## src/rtl/block_pkg.sv

```systemverilog
// Shared brick-field definitions: block codes, command codes and cell index width.
// Used by block_memory and by the collision resolver that feeds it.
package block_pkg;

  localparam int RC_W = 5;

  localparam logic [2:0] BLK_EMPTY = 3'd0;
  localparam logic [2:0] BLK_HARD  = 3'd7;

  localparam logic [1:0] FUNC_CLEAR = 2'd0;
  localparam logic [1:0] FUNC_LOAD  = 2'd1;
  localparam logic [1:0] FUNC_DROP  = 2'd2;
  localparam logic [1:0] FUNC_3     = 2'd3;

  typedef enum logic [3:0] {
    S_IDLE,
    S_WAITMEM,
    S_ADDR,
    S_EVAL,
    S_CLR1,
    S_WB1,
    S_CLR2,
    S_WB2,
    S_DONE
  } coll_state_t;

endpackage

```

## src/rtl/block_cell_map.sv

```systemverilog
// Maps a signed pixel coordinate onto a brick cell (row, col) plus a validity flag.
// Cells left of / above the field or beyond its last row/column are invalid and index 0.
module block_cell_map
  import block_pkg::*;
#(
  parameter int FIELD_X0 = 32,
  parameter int FIELD_Y0 = 48,
  parameter int BW_LOG2  = 5,
  parameter int BH_LOG2  = 4,
  parameter int NUM_COLS = 18,
  parameter int NUM_ROWS = 12
) (
  input  logic signed [10:0] px,
  input  logic signed [10:0] py,
  output logic [RC_W-1:0]    row,
  output logic [RC_W-1:0]    col,
  output logic               valid
);

  logic signed [10:0] dx, dy;
  logic [9:0]         qx, qy;

  always_comb begin
    dx    = px - 11'(FIELD_X0);
    dy    = py - 11'(FIELD_Y0);
    qx    = dx[9:0] >> BW_LOG2;
    qy    = dy[9:0] >> BH_LOG2;
    // The sign bit rejects coordinates left of or above the field before the shift.
    valid = !dx[10] && !dy[10] && (qx < 10'(NUM_COLS)) && (qy < 10'(NUM_ROWS));
    row   = valid ? qy[RC_W-1:0] : '0;
    col   = valid ? qx[RC_W-1:0] : '0;
  end

endmodule

```

## src/rtl/block_collision.sv

```systemverilog
// Per-step ball/brick resolver: probes the two leading-edge cells, clears destructible
// hits through block_memory and reports bounce flags and score for the step.
module block_collision
  import block_pkg::*;
#(
  parameter int         FIELD_X0  = 32,
  parameter int         FIELD_Y0  = 48,
  parameter int         BW_LOG2   = 5,
  parameter int         BH_LOG2   = 4,
  parameter int         NUM_COLS  = 18,
  parameter int         NUM_ROWS  = 12,
  parameter int         BALL_R    = 4,
  parameter int         READ_LAT  = 1,
  parameter logic [2:0] HARD_TYPE = BLK_HARD
) (
  input  logic            clock,
  input  logic            reset,
  input  logic            start,
  input  logic [9:0]      ball_x,
  input  logic [9:0]      ball_y,
  input  logic            dir_x,
  input  logic            dir_y,
  input  logic            mem_busy,
  input  logic [2:0]      mem_block1,
  input  logic [2:0]      mem_block2,
  output logic            mem_enable,
  output logic [1:0]      mem_func,
  output logic [RC_W-1:0] mem_row1,
  output logic [RC_W-1:0] mem_col1,
  output logic [RC_W-1:0] mem_row2,
  output logic [RC_W-1:0] mem_col2,
  output logic            busy,
  output logic            done,
  output logic            hit_x,
  output logic            hit_y,
  output logic [3:0]      score_add,
  output logic [3:0]      fsm_state
);

  coll_state_t        state;
  logic [9:0]         lx, ly;
  logic               ldx, ldy;
  logic [10:0]        bx, by;
  logic signed [10:0] p1x, p1y, p2x, p2y;
  logic [RC_W-1:0]    r1, c1, r2, c2;
  logic               v1, v2, pv1, pv2;
  logic [3:0]         lat_cnt;
  logic [2:0]         blk2_q;
  logic               clr2_q;
  logic               hit1, hit2, same_cell, clr1, clr2;

  assign fsm_state = state;
  assign mem_func  = FUNC_CLEAR;

  always_comb begin
    bx  = {1'b0, lx};
    by  = {1'b0, ly};
    p1x = ldx ? bx + 11'(BALL_R) : bx - 11'(BALL_R);
    p1y = by;
    p2x = bx;
    p2y = ldy ? by + 11'(BALL_R) : by - 11'(BALL_R);
  end

  block_cell_map #(
    .FIELD_X0(FIELD_X0), .FIELD_Y0(FIELD_Y0), .BW_LOG2(BW_LOG2),
    .BH_LOG2(BH_LOG2), .NUM_COLS(NUM_COLS), .NUM_ROWS(NUM_ROWS)
  ) u_map1 (.px(p1x), .py(p1y), .row(r1), .col(c1), .valid(v1));

  block_cell_map #(
    .FIELD_X0(FIELD_X0), .FIELD_Y0(FIELD_Y0), .BW_LOG2(BW_LOG2),
    .BH_LOG2(BH_LOG2), .NUM_COLS(NUM_COLS), .NUM_ROWS(NUM_ROWS)
  ) u_map2 (.px(p2x), .py(p2y), .row(r2), .col(c2), .valid(v2));

  // Evaluated only in EVAL, while both probe addresses still sit on row1/col1 and row2/col2.
  always_comb begin
    hit1      = pv1 && (mem_block1 != BLK_EMPTY);
    hit2      = pv2 && (mem_block2 != BLK_EMPTY);
    same_cell = pv1 && pv2 && (mem_row1 == mem_row2) && (mem_col1 == mem_col2);
    clr1      = hit1 && (mem_block1 != HARD_TYPE);
    clr2      = hit2 && !same_cell && (mem_block2 != HARD_TYPE);
  end

  always_ff @(posedge clock) begin
    if (reset) begin
      state      <= S_IDLE;
      mem_enable <= 1'b0;
      mem_row1   <= '0;
      mem_col1   <= '0;
      mem_row2   <= '0;
      mem_col2   <= '0;
      busy       <= 1'b0;
      done       <= 1'b0;
      hit_x      <= 1'b0;
      hit_y      <= 1'b0;
      score_add  <= '0;
      lx         <= '0;
      ly         <= '0;
      ldx        <= 1'b0;
      ldy        <= 1'b0;
      pv1        <= 1'b0;
      pv2        <= 1'b0;
      lat_cnt    <= '0;
      blk2_q     <= '0;
      clr2_q     <= 1'b0;
    end else begin
      case (state)
        S_IDLE: if (start) begin
          lx        <= ball_x;
          ly        <= ball_y;
          ldx       <= dir_x;
          ldy       <= dir_y;
          busy      <= 1'b1;
          hit_x     <= 1'b0;
          hit_y     <= 1'b0;
          score_add <= '0;
          state     <= S_WAITMEM;
        end
        S_WAITMEM: if (!mem_busy) begin
          mem_row1 <= r1;
          mem_col1 <= c1;
          mem_row2 <= r2;
          mem_col2 <= c2;
          pv1      <= v1;
          pv2      <= v2;
          lat_cnt  <= 4'd1;
          state    <= S_ADDR;
        end
        S_ADDR: begin
          if (lat_cnt >= 4'(READ_LAT)) state <= S_EVAL;
          else lat_cnt <= lat_cnt + 4'd1;
        end
        S_EVAL: begin
          hit_x  <= hit1;
          hit_y  <= hit2 || (same_cell && hit1);
          blk2_q <= mem_block2;
          clr2_q <= clr2;
          if (clr1) begin
            mem_enable <= 1'b1;
            score_add  <= score_add + {1'b0, mem_block1};
            state      <= S_CLR1;
          end else if (clr2) begin
            mem_row1   <= mem_row2;
            mem_col1   <= mem_col2;
            mem_enable <= 1'b1;
            score_add  <= score_add + {1'b0, mem_block2};
            state      <= S_CLR2;
          end else begin
            done  <= 1'b1;
            state <= S_DONE;
          end
        end
        S_CLR1: begin
          mem_enable <= 1'b0;
          state      <= S_WB1;
        end
        S_WB1: if (!mem_busy) begin
          if (clr2_q) begin
            mem_row1   <= mem_row2;
            mem_col1   <= mem_col2;
            mem_enable <= 1'b1;
            score_add  <= score_add + {1'b0, blk2_q};
            state      <= S_CLR2;
          end else begin
            done  <= 1'b1;
            state <= S_DONE;
          end
        end
        S_CLR2: begin
          mem_enable <= 1'b0;
          state      <= S_WB2;
        end
        S_WB2: if (!mem_busy) begin
          done  <= 1'b1;
          state <= S_DONE;
        end
        S_DONE: begin
          done  <= 1'b0;
          busy  <= 1'b0;
          state <= S_IDLE;
        end
        default: state <= S_IDLE;
      endcase
    end
  end

endmodule

```

## config.mk

```make
export PLATFORM = sky130hd
export DESIGN_NAME = block_collision
export DESIGN_NICKNAME = d
export VERILOG_FILES = /design/src/rtl/block_pkg.sv /design/src/rtl/block_cell_map.sv /design/src/rtl/block_collision.sv
export SDC_FILE = /design/constraint.sdc
export NUM_CORES = 1
export LEC_CHECK = 0
export ABC_AREA = 1
export CAP_MARGIN = 25
export CORE_MARGIN = 1
export CORE_UTILIZATION = 50
export CTS_CLUSTER_DIAMETER = 150
export DETAILED_ROUTE_END_ITERATION = 8
export GPL_ROUTABILITY_DRIVEN = 1
export PLACE_DENSITY = 0.76
export SYNTH_ARGS = -nofsm -noshare
export SYNTH_HDL_FRONTEND = slang
export SYNTH_HIERARCHICAL = 1
export SYNTH_SLANG_ARGS = --single-unit
```

## constraint.sdc

```tcl
create_clock -name clock -period 7.2 [get_ports clock]
set_input_delay 1.44 -clock clock [delete_from_list [all_inputs] [get_ports clock]]
set_output_delay 1.44 -clock clock [all_outputs]
set_load 0.02 [all_outputs]
```

==> metrics.md, run 1 <==
| Metric | Value |
|---|---|
| Status | complete, but fails checks |
| Failing checks | design-rule violations |
| Vias in the first global route | 3569 |
| Clk pin slew, worst setup/hold paths | 80 ps |
| Fmax | 0.2717 GHz |
| Internal | 1.221 mW |
| Site row count | 33 |
| Pins Over Slew Limit | 0 |
| Die area | 8810 µm² |
| Static power due to leakage | 2.344 nW |
| Min Hold Slack | 455.2 ps |
| First-pass GRT wire length | 15.57 mm |
| Final Wtd Congestion | 0.9013 |
| Remaining DRCs | 2 |
| RSZ-0062 raised after global routing | false |
| Ys Warns | 6 |
| Worst setup EP type | flip-flop |
| WL final | 9.063 mm |
| TritonCTS clock tree | yes |
| Min-delay worst type | reg -> reg |
| Required time of the critical path | 7480 ps |
| Clk sink count | 61 |
| Drt pass-1 iters | 7 |
| Post-CTS setup repair buffer count | 0 |
| Tmin final | 3681 ps |
| Critical path launch point type | input pin |
| Crit Path Max Fanout | 8 |
| Io pins | 67 |
| Clock power share | 15.5% |
| Core area | 8175 µm² |
| Synth-to-layout area growth | 21.09% |
| Crit path DAT | 3960 ps |
| Number of antenna violations at the first check in global routing | 0 |
| Synthesized cell area | 4219 µm² |
| HPWL after DPL | 6.917 mm |
| Bufs on Longest Clock Path | 2 |
| H-Tree Level Count | 3 |
| Final ANT Viol Nets | 0 |
| Vias | 4086 |
| Fin Setup TNS | 0 ps |
| Seq pwr share | 21.7% |
| Slew Limit Headroom | 42.86% |
| Initial Util | 51.61% |
| Pwr Density | 467.1 nW/µm² |
| Comb pwr share | 62.7% |
| Sw Share | 48.83% |
| Cts bufs inserted | 9 |
| Synthesized area per cell | 6.402 µm² |
| Cell count after synthesis | 659 |
| Largest net degree at the start of global routing | 39 |
| Worst setup path class | in -> reg |
| Crit share post-route | 51.12% |
| Routed vias/inst | 4.965 |
| Hold Violations, Final | 0 |
| Iter 0 DRT Violations | 180 |
| Final Setup Violations | 0 |
| Clk_lat worst skew | 340 ps |
| Root Buffer | clkbuf_8 |
| Post-CTS Hold Fix Bufs | 0 |
| Setup Skew | 8.557 ps |
| Peak supply drop | 0.1833 mV |
| GR Overflow Total | 0 |
| Wire per inst | 11.01 µm |
| Layout Nets | 772 |
| Sw Pwr | 1.165 mW |
| Layout cells sized above 1 | 5.989% |
| Cts repair resizes | 0 |
| N_diodes | 0 |
| Chip Width | 93.86 µm |
| Max_cap viols | 0 |
| Die Y | 93.86 µm |
| Port Buf Inserts | 60 |
| Total GRT Usage | 21.86% |
| Worst Tran Pin Value | 856.2 ps |
[cell usage in the layout, fill, tap and decap left out, drive strengths merged, types with 4 or more instances in the layout]
master	count
nand2	124
inv	116
nor2	93
o21ai	63
dfxtp	61
a21oi	61
clkdlybuf4s50	60
nand3	36
ha	24
xor2	15
nand4	13
clkbuf	10
conb	7
o211ai	5
xnor2	5
or2	4
[power by group through the flow]
| stage | Clock, mW | Combinational (mW) | Sequential [mW] |
|---|---|---|---|
| after global routing | 0.390 | 1.72 | 0.535 |
| after global placement | 0 | 1.45 | 0.524 |
| after floorplan | 0 | 1.13 | 0.563 |
| after detailed placement | 0 | 1.49 | 0.527 |
| final | 0.371 | 1.50 | 0.519 |
| after CTS | 0.375 | 1.50 | 0.520 |
[area by class of cell]
class / count / area [µm²]
Inverter: 116 / 435.4
Multi-Input combinational cell: 463 / 2466
Fill cell: 776 / 3067
Clock buffer: 10 / 127.6
Clock inverter: 6 / 111.4
Sequential cell: 61 / 1221
Tap cell: 105 / 131.4
Timing Repair Buffer: 62 / 615.6
[metal layers]
metal	vias up	part of all wire, %	track usage [%]
met4	0	0.66	4.615
met1	1781	50	30.24
met2	100	43	34.85
met3	7	5.4	4.612
li1	2198	-	-
met5	-	0	0
[sequential cells by signal, summed over array words and instances (netlist names), 3 cells and up]
name and count:
mem_col2 5, lx 8, score_add 4, lat_cnt 4, blk2_q 3, mem_col1 5, mem_row1 5, mem_row2 5
fsm_state 4, ly 8
[stage by stage]
stage                     power, mW  instances  util, %  instance area [µm²]  setup WS [ps]
after floorplan               1.690        663        -                 4234           3906
after global routing          2.641        823    62.49                 5109           3234
after CTS                     2.392        823    62.49                 5109           3525
after detailed placement      2.015        807    59.57                 4870           3179
after global placement        1.975        807    59.57                 4870           3235
final                         2.386        823    62.49                 5109           3519
[worst paths after layout]
kind / cells after the start / slack (ps) / start / endpoint
worst min-delay path: 2 / 460 / mem_enable / mem_enable
worst min register to register: 2 / 460 / mem_enable / mem_enable
worst max register to register: 16 / 4250 / ldx / mem_row1[2]
worst max-delay path: 14 / 3520 / mem_block1[0] / score_add[1]
[critical path, cell delays in order]
cell and delay, ps:
clkdlybuf4s50_1 520, inv_1 60, a31oi_1 250, nand2_1 210
nand2_1 90, o21ai_0 70, a21oi_1 150, ha_1 180
inv_1 50, fa_1 420, or2_2 300, nand4_1 90
nand2_1 50, nor2_1 80
No activity file was read; power rests on OpenSTA's default activity.
==> run 2, diff against run 1 <==
clock period = 3.55 ns   (was 7.2 ns; I/O delays follow)
==> run 2 against run 1 <==
  * Die area is the same
  * The run now ends clean
  * Final cell count is the same
  * Critical path depth grew 2
  * Sequential share of layout area grew 0.076 points
  * Routed wire length grew 3.9%
  * Clock-buffer cell count grew 2
  * Combinational power grew 100%
==> metrics.md, run 2 (synthesis results as in run 1) <==
| Metric | Value |
|---|---|
| Status | finished, final reports clean (was complete, but fails checks) |
| GR Overflow Total | 0 (unchanged) |
| CP most frequent cell | nand2_1 (unchanged) |
| Chip Width | 93.86 µm (unchanged) |
| Largest regs | lx (8), ly (8) (unchanged) |
| Fmax | 0.3324 GHz |
| Clk sink count | 61 (unchanged) |
| Synth-to-layout area growth | 20.70% (was 21.09%) |
| Most common cell after layout, fill and taps aside | nand2_1 (unchanged) |
| Static power due to leakage | 2.344 nW (about the same) |
| Commonest non-fill, non-tap cells in the layout | 122 x nand2_1, 110 x inv_1, 82 x nor2_1 (unchanged) |
| Slowest stage delay, CP | 340 ps (was 520 ps) |
| Layout cells sized above 1 | 6.128% (was 5.989%) |
| Worst Tran Pin Value | 864.3 ps (was 856.2 ps) |
| Bufs on Longest Clock Path | 2 (unchanged) |
| Crit Path Max Fanout | 10 (was 8) |
| Site row count | 33 (unchanged) |
| Tmin final | 3008 ps |
| Cts repair resizes | 0 (unchanged) |
| Iter 0 DRT Violations | 194 (was 180) |
| Min-delay worst type | reg -> reg (unchanged) |
| Slew Limit Headroom | 42.32% (was 42.86%) |
| Tot Pwr | 4.760 mW (was 2.386 mW) |
| Die area | 8810 µm² (unchanged) |
| Remaining DRCs | 0 (was 2) |
| Port Buf Inserts | 60 (unchanged) |
| Clk_lat worst skew | 340 ps (about the same) |
| Total GRT Usage | 22.77% (was 21.86%) |
| Worst setup path class | reg -> reg (was in -> reg) |
| Number of antenna violations at the first check in global routing | 0 (unchanged) |
| Core area | 8175 µm² (unchanged) |
| Fin Setup TNS | 0 ps (unchanged) |
| Largest net degree at the start of global routing | 38 (was 39) |
| Routed vias/inst | 5.034 (was 4.965) |
| H-Tree Level Count | 3 (unchanged) |
| Required time of the critical path | 3780 ps (was 7480 ps) |
| Slowest CP cell | ha_1 (was clkdlybuf4s50_1) |
| Worst setup EP type | flip-flop (unchanged) |
| Final Setup Violations | 0 (unchanged) |
| Die Y | 93.86 µm (unchanged) |
| Initial Util | 51.61% (unchanged) |
| Pins Over Slew Limit | 0 (unchanged) |
| Crit share post-route | 84.74% |
| First-pass GRT wire length | 16.14 mm (was 15.57 mm) |
| HPWL after DPL | 7.248 mm (was 6.917 mm) |
| Critical path launch point type | flip-flop (was input pin) |
| Hold Violations, Final | 0 (unchanged) |
| Fillers | 761 (was 776) |
| Final Wtd Congestion | 0.9128 (was 0.9013) |
| Post-CTS setup repair buffer count | 0 (unchanged) |
| Clk pin slew, worst setup/hold paths | 60 ps (was 80 ps) |
| N_diodes | 0 (unchanged) |
| Post-CTS Hold Fix Bufs | 0 (unchanged) |
| Crit path DAT | 3240 ps (was 3960 ps) |
| Setup Skew | 10.49 ps (was 8.557 ps) |
| WL final | 9.413 mm (was 9.063 mm) |
| Max_cap viols | 0 (unchanged) |
| Final ANT Viol Nets | 0 (unchanged) |
| Wire per inst | 11.44 µm (was 11.01 µm) |
| RSZ-0062 raised after global routing | false (unchanged) |
| Root Buffer | clkbuf_8 (unchanged) |
| Vias in the first global route | 3720 (was 3569) |
| Peak supply drop | 0.3766 mV (was 0.1833 mV) |
| TritonCTS clock tree | yes (unchanged) |
| Cts bufs inserted | 9 (unchanged) |
| Layout Nets | 772 (unchanged) |
| Pwr Density | 934.7 nW/µm² (was 467.1 nW/µm²) |
| Critical-path cell list | inv_1 -> ha_1 -> a21oi_1 -> nand2_1 -> xor2_1 -> inv_1 -> ha_1 -> nand3_1 -> xor2_1 -> nand2_1 -> nand3_4 -> nor2_1 -> nand2_1 -> o21ai_0 -> o21ai_1 -> nor2_1 (was clkdlybuf4s50_1 -> inv_1 -> a31oi_1 -> nand2_1 -> nand2_1 -> o21ai_0 -> a21oi_1 -> ha_1 -> inv_1 -> fa_1 -> or2_2 -> nand4_1 -> nand2_1 -> nor2_1) |
| Drt pass-1 iters | 9 (was 7) |
| Io pins | 67 (unchanged) |
| Vias | 4143 (was 4086) |
run 2: cell types whose count changed in the layout (fill, tap and decap cells not counted):
cell,previous run,this run
buf_12,0,1
clkbuf_8,9,12
clkbuf_1,1,0
clkinv_2,1,3
clkinvlp_4,1,0
buf_4,2,1
clkinv_4,1,0
bufinv_16,3,1
run 2: worst paths after layout:
check | startpoint | end | slack, ps | depth (start not counted)
setup reg to reg | ldx | mem_row1[1] | 540 | 16
hold reg to reg | lat_cnt[3] | lat_cnt[3] | 440 | 2
setup / recovery | ldx | mem_row1[1] | 540 | 16
hold / removal | lat_cnt[3] | lat_cnt[3] | 440 | 2
run 2: metal layers:
metal  part of all wire (%)  GRT usage (%)  vias up
li1                       -              -     2196
met1                     48          29.89     1840
met2                     47          37.23       98
met3                    4.4          4.531        9
met4                    1.1          7.436        0
met5                      0              0        -
run 2: report_power, final:
group          total (mW)  internal (mW)  switching, mW
Combinational        3.06           1.14           1.92
Clock               0.641          0.378          0.263
Sequential           1.06          0.873          0.186
Total                4.76           2.39           2.37
run 2: critical path, delay by kind of cell, from the launching register on:
family,cells,cell delay (ps)
AOI/OAI and AO/OA,3,500
xor gates and xnor gates,2,440
buffers and inverters,2,410
adders and majority gates,2,590
and+or+nand+nor,7,660
DFF,1,300
run 2: final cells by class:
type / instances / area (µm²) / area share (%)
clock buffer: 12 / 165.2 / 3.243
clock inverter: 4 / 45.04 / 0.8845
inverter: 116 / 435.4 / 8.550
multi-input combinational: 463 / 2466 / 48.43
sequential: 61 / 1221 / 23.98
tap: 105 / 131.4 / 2.580
timing repair buffer: 62 / 628.1 / 12.33
run 2: metrics by stage:
step	cells	instance area, µm²	hold WS, ps	setup WS, ps	utilization, %
final	823	5092	443.9	541.8	62.29
after CTS	823	5092	447.6	572.7	62.29
after global routing	823	5092	476.7	219.7	62.29
after floorplan	663	4234	417.9	985.9	-
after global placement	807	4882	430.5	348.0	59.72
after detailed placement	807	4882	436.5	215.1	59.72
